<file path="config.mk">
export PLATFORM = sky130hd
export DESIGN_NAME = rand_check
export DESIGN_NICKNAME = d
export VERILOG_FILES = /design/src/rtl/rand_check.sv
export SDC_FILE = /design/constraint.sdc
export NUM_CORES = 1
export LEC_CHECK = 0
export CORE_MARGIN = 2
export CORE_UTILIZATION = 40
export CTS_BUF_LIST = sky130_fd_sc_hd__clkbuf_16
export CTS_CLUSTER_DIAMETER = 50
export DETAILED_ROUTE_END_ITERATION = 8
export DONT_BUFFER_PORTS = 1
export SYNTH_ARGS = -nofsm -noshare
export SYNTH_HDL_FRONTEND = slang
export SYNTH_SLANG_ARGS = --single-unit
</file>
<file path="constraint.sdc">
create_clock -name clk -period 4.4 [get_ports clk]
set_input_delay 0.88 -clock clk [delete_from_list [all_inputs] [get_ports clk]]
set_output_delay 0.88 -clock clk [all_outputs]
set_load 0.02 [all_outputs]
</file>
<file path="src/rtl/rand_check.sv">
// rand_check: synchronizer and checker for the byte-wide rand_gen PRBS stream.
// Acquires the generator state from two consecutive bytes, confirms it over
// LOCK_COUNT predicted bytes, then free-runs a local LFSR and counts mismatches.
module rand_check #(
  parameter int LOCK_COUNT   = 4,
  parameter int UNLOCK_COUNT = 4
) (
  input  logic        clk,
  input  logic        rst,
  input  logic [7:0]  data_i,
  input  logic        valid_i,
  input  logic        clear_i,
  output logic        lock_o,
  output logic        err_o,
  output logic [15:0] err_count_o
);

  typedef enum logic {
    SEARCH = 1'b0,
    LOCKED = 1'b1
  } state_t;

  localparam logic [3:0] LOCK_TH   = 4'(LOCK_COUNT);
  localparam logic [3:0] UNLOCK_TH = 4'(UNLOCK_COUNT);
  localparam logic [1:0] HIST_FULL = 2'd2;

  // Eight LFSR steps folded into one: next 16-bit state of rand_gen.
  function automatic logic [15:0] lfsr_step(input logic [15:0] s);
    logic [15:0] n;
    n[15:8] = s[7:0];
    n[0]    = s[0] ^ s[5] ^ s[7] ^ s[8]  ^ s[9]  ^ s[11] ^ s[12];
    n[1]    = s[1] ^ s[6] ^ s[8] ^ s[9]  ^ s[10] ^ s[12] ^ s[13];
    n[2]    = s[2] ^ s[7] ^ s[9] ^ s[10] ^ s[11] ^ s[13] ^ s[14];
    n[3]    = s[3] ^ s[8] ^ s[10] ^ s[11] ^ s[12] ^ s[14] ^ s[15];
    n[4]    = s[0] ^ s[9]  ^ s[11] ^ s[12];
    n[5]    = s[1] ^ s[10] ^ s[12] ^ s[13];
    n[6]    = s[2] ^ s[11] ^ s[13] ^ s[14];
    n[7]    = s[3] ^ s[12] ^ s[14] ^ s[15];
    return n;
  endfunction

  // Saturating increment for the error counter.
  function automatic logic [15:0] sat_inc16(input logic [15:0] v);
    return (v == 16'hFFFF) ? v : v + 16'd1;
  endfunction

  state_t      state, state_nx;
  logic [15:0] hist, hist_nx;
  logic [1:0]  hist_cnt, hist_cnt_nx;
  logic [3:0]  match_cnt, match_cnt_nx;
  logic [3:0]  miss_cnt, miss_cnt_nx;
  logic [15:0] lfsr, lfsr_nx;
  logic        err_p1, err_nx;
  logic [15:0] err_cnt_p1, err_cnt_nx;

  logic [15:0] hist_pred_p0;
  logic [15:0] lfsr_pred_p0;
  logic [3:0]  match_inc;
  logic [3:0]  miss_inc;
  logic        seed_match_p0;
  logic        live_miss_p0;

  // Stage p0: predictions from the acquisition history and from the local LFSR.
  assign hist_pred_p0  = lfsr_step(hist);
  assign lfsr_pred_p0  = lfsr_step(lfsr);
  assign match_inc     = match_cnt + 4'd1;
  assign miss_inc      = miss_cnt + 4'd1;
  // An all-zero history is the lockup state and never counts as a match.
  assign seed_match_p0 = (data_i == hist_pred_p0[7:0]) && (hist != 16'h0000);
  assign live_miss_p0  = (data_i != lfsr_pred_p0[7:0]);

  // Next-state and next-output logic for the SEARCH/LOCKED machine.
  always_comb begin
    state_nx     = state;
    hist_nx      = hist;
    hist_cnt_nx  = hist_cnt;
    match_cnt_nx = match_cnt;
    miss_cnt_nx  = miss_cnt;
    lfsr_nx      = lfsr;
    err_nx       = 1'b0;
    err_cnt_nx   = err_cnt_p1;

    if (valid_i) begin
      case (state)
        SEARCH: begin
          hist_nx = {hist[7:0], data_i};
          if (hist_cnt == HIST_FULL) begin
            if (seed_match_p0) begin
              match_cnt_nx = match_inc;
              if (match_inc == LOCK_TH) begin
                state_nx    = LOCKED;
                lfsr_nx     = {hist[7:0], data_i};
                miss_cnt_nx = 4'd0;
              end
            end else begin
              match_cnt_nx = 4'd0;
            end
          end else begin
            hist_cnt_nx = hist_cnt + 2'd1;
          end
        end
        LOCKED: begin
          // The local LFSR free-runs; received data never reseeds it.
          lfsr_nx = lfsr_pred_p0;
          if (live_miss_p0) begin
            err_nx      = 1'b1;
            err_cnt_nx  = sat_inc16(err_cnt_p1);
            miss_cnt_nx = miss_inc;
            if (miss_inc == UNLOCK_TH) begin
              state_nx     = SEARCH;
              hist_cnt_nx  = 2'd0;
              match_cnt_nx = 4'd0;
              miss_cnt_nx  = 4'd0;
            end
          end else begin
            miss_cnt_nx = 4'd0;
          end
        end
      endcase
    end

    // Clear beats a simultaneous increment; the err pulse is unaffected.
    if (clear_i) begin
      err_cnt_nx = 16'h0000;
    end
  end

  // Stage p1: state, history, local LFSR and registered outputs.
  always_ff @(posedge clk) begin
    if (rst) begin
      state      <= SEARCH;
      hist       <= 16'h0000;
      hist_cnt   <= 2'd0;
      match_cnt  <= 4'd0;
      miss_cnt   <= 4'd0;
      lfsr       <= 16'h0000;
      err_p1     <= 1'b0;
      err_cnt_p1 <= 16'h0000;
    end else begin
      state      <= state_nx;
      hist       <= hist_nx;
      hist_cnt   <= hist_cnt_nx;
      match_cnt  <= match_cnt_nx;
      miss_cnt   <= miss_cnt_nx;
      lfsr       <= lfsr_nx;
      err_p1     <= err_nx;
      err_cnt_p1 <= err_cnt_nx;
    end
  end

  assign lock_o      = (state == LOCKED);
  assign err_o       = err_p1;
  assign err_count_o = err_cnt_p1;

endmodule

</file>
==> summary.md <==
| Metric | Value |
|---|---|
| Drt wl/cell | 17.34 um |
| Post-Synthesis Net Count | approximately 440 |
| RSZ-0062 raised after global routing | no |
| End of the worst register-to-register path | lfsr[5]$_SDFFE_PP0P_ |
| Hold Crit Depth | 2 |
| Post-DP Area | 3717 um2 |
| Hold Path Sink | lfsr[4]$_SDFFE_PP0P_ |
| PostCTS Resize Cnt | 0 |
| # nets final | 420 |
| Buffers & Inverters on Critical Path | 0 |
| Power density cells | 357.7 nW/um2 |
| RR Startpoint | hist[11]$_SDFFE_PP0P_ |
| Post-DP HPWL | 6.065 mm |
| First-pass GRT wire length | 14.93 mm |
| Postcts setup bufs | 0 |
| Leakage power | 1.553 nW |
| Area growth syn-to-layout | 8.813% |
| GRT Resource Usage Total | 0.1885 |
| Initial antenna violation count | 0 |
| Simple-gate area share of the yosys netlist | 0.2200 |
| CP Cell Sequence | xor2_1 -> xnor3_1 -> nor2_2 -> a2bb2oi_2 -> nor4_4 -> o221ai_1 -> a21oi_1 |
| Crit path kind | reg -> reg |
| Cell taking the most area after synthesis | dfxtp_1 |
| XOR/XNOR Fraction of Synth Area | 0.1702 |
| Syn avg cell area | between 8 and 9 um2 |
| Final hold slack | approximately 0.47 ns |
| Max Slew Vio Count | 0 |
| Horiz. Die Dim | 100.4 um |
| Clock sink count | 60 |
| Delay-heaviest family, CP | simple AND/OR/NAND/NOR gates |
| RD Place Congestion | 0.8361 |
| Primary FF master, synth | dfxtp_1 |
| Clock buffer depth | 2 |
| Place WS | 1.421 ns |
| Post-synth ARST share | 0 |
| Vias per cell | 5.758 |
| # fillers | 878 |
| Final setup viols | 0 |
| Hold_sp | lfsr[4]$_SDFFE_PP0P_ |
| N_diodes | 0 |
| Largest family of logic cells by synthesized area | simple AND/OR/NAND/NOR gates |
| Crit path DAT | 3.03 ns |
| Pin count of the biggest net entering global routing | 48 |
| GRT overflow | 0 |
| Period minus WS final | 2.776 ns |
| Core Box Area | 9109 um2 |
| Post-Syn Area | 3720 um2 |
| R2R cell count | 7 |
| Post-DRT Antenna Nets | 0 |
| Clk_skew | 0.005745 ns |
| R2r setup slk | between 1.5 and 2 ns |
| Port buffer count | 0 |
| Standard-cell rows | 35 |
| Clk slew on worst S/H paths | 0.05 ns |
| Wirelength, routed | around 9.0 mm |
| #FFs+latches synth | 60 |
| Top cells by area, synth | dfxtp_1 32%, xnor2_1 7.3%, nand2_1 5.2% |
| Commonest non-fill, non-tap cells in the layout | 60 x dfxtp_1, 52 x nand2_1, 31 x xnor2_1 |
| Layout cells sized above 1 | 0.1059 |
| Final instance area | a little over 4000 um2 |
| Register area share after synthesis | 0.3229 |
| Post-CTS Hold Fix Bufs | 0 |
| Crit. End Element | register |
| Setup crit start kind | register |
| Die height | ~100 um |
| Final period utilization | 0.6308 |
| Mux contribution to synthesized area | 0.04406 |
| Fmax | 0.3603 GHz |
| DR iter-0 viols | 166 |
| Slew of the pin with the lowest slew margin | 1.082 ns |
| Worst EP required | 4.66 ns |
| Die footprint | 10090 um2 |
| Synth Area in Adders | 0.02018 |
| Most common cell after layout, fill and taps aside | dfxtp_1 |
| Fin worst setup slack | 1.624 ns |
| Synth Warn # | 0 |
| Fin util | 0.4444 |
| Yosys top cell area share | 0.3229 |
| Syn Inst Count | 418 |
| Netlist cell types | 60 |
| Area fraction in compound gates after synthesis | 0.1746 |
| Final hold viol count | 0 |
| Htree depth | 3 |
| Initial Util | 0.4084 |
| Post-synth EDFFs | 0 |
| Worst vdd ir | 0.1606 mV |
| Max-cap viol count | 0 |
| Total CTS buffers | 9 |
| Total number of vias | 2977 |
| Vias in the first global route | ~2.9k |
| Crit-path max FO | 19 |
| Root buf cell | clkbuf_16 |
| Max_slew headroom | 0.2733 |
| CTS tree | done |
| # DRC | 0 |
| Pre-antenna DRT Iters | 5 |
| I/O pin count | 30 |
| CP max stage cell | nor4_4 |
| Clk Latency, worst-skew pair | 0.33 ns |
| Status | complete, no violations |
| HP Class | reg -> reg |
| Setup TNS | 0 ns |
| Critical Path Max Stage Delay | ~0.90 ns |
worst min-delay path: stages, from the launching register on:
cell     delay (ns)
dfxtp_1        0.31
nand3_1        0.06
a21oi_1        0.05
logic make-up (layout without fill, tap and decap cells):
family,Yosys count,in the layout
AO/OA/AOI/OAI,88,88
XOR/XNOR,57,57
adder cells (fa/ha/maj),6,6
buffers and inverters,34,22
flip-flops,60,60
multiplexers,16,16
AND/OR/NAND/NOR,157,157
layer usage:
layer,GRT usage,part of all wire
met1,0.2420,0.45
met2,0.3118,0.48
met3,0.05292,0.053
met4,0.04953,0.011
met5,0,0
flip-flops by register name (all words and copies together), names as in the netlist:
signal       cells
lfsr            16
lock_o           1
match_cnt        4
hist            16
err_o            1
err_count_o     16
miss_cnt         4
hist_cnt         2
final cells by class:
class                      count  area (um2)  share of cell area
tap                          111       138.9             0.03431
inverter                       4       15.01            0.003709
clock inverter                 6       105.1             0.02597
sequential                    60        1201              0.2968
timing repair buffer           3       22.52            0.005564
multi-input combinational    324        2340              0.5781
clock buffer                   9       225.2             0.05564
synth_stat cells, types with 2 or more instances:
library cell  number
buf_4              3
nor2b_1            3
buf_6              2
a31o_2             2
ha_1               6
mux2_2             3
a21oi_1           30
mux2i_1           13
xor2_1            15
or3_1              5
nand2_1           52
xnor3_1            7
a41o_1             5
nor2_1            19
a21o_1             2
dfxtp_1           60
nand2b_1           6
o21ai_2            2
a311oi_1           2
o311ai_0           2
inv_1              4
a31oi_1            5
nor3_1            18
nand3_1           14
nand4_1            6
a211oi_2          10
o211ai_1           8
buf_1              3
clkbuf_1          14
clkbuf_2           2
a211oi_1           3
xnor2_2            2
buf_2              5
o21ai_0            8
or4_1              6
o2bb2ai_1          2
nor4_1             4
and3_1            13
xnor2_1           31
through the flow:
stage	power, mW	instances
floorplan	0.6598	418
global placement	0.6675	502
detailed placement	0.6703	502
CTS	1.468	517
global route	1.501	517
finish	1.448	517
worst max path at each step:
stage | start | to | cells after the start
after floorplan | data_i[3] | lfsr[0]$_SDFFE_PP0P_ | 9
after global placement | data_i[3] | lfsr[5]$_SDFFE_PP0P_ | 7
after detailed placement | data_i[3] | lfsr[5]$_SDFFE_PP0P_ | 7
after CTS | hist[11]$_SDFFE_PP0P_ | lfsr[5]$_SDFFE_PP0P_ | 7
after global routing | hist[11]$_SDFFE_PP0P_ | lfsr[3]$_SDFFE_PP0P_ | 7
final | hist[11]$_SDFFE_PP0P_ | lfsr[5]$_SDFFE_PP0P_ | 7
power by group:
group          switching [mW]  total [mW]  internal [mW]
Sequential             0.0126       0.564          0.552
Clock                   0.242       0.787          0.545
Combinational          0.0495      0.0960         0.0466
Total                   0.304        1.45           1.14
Power figures use the tool's default switching activity.
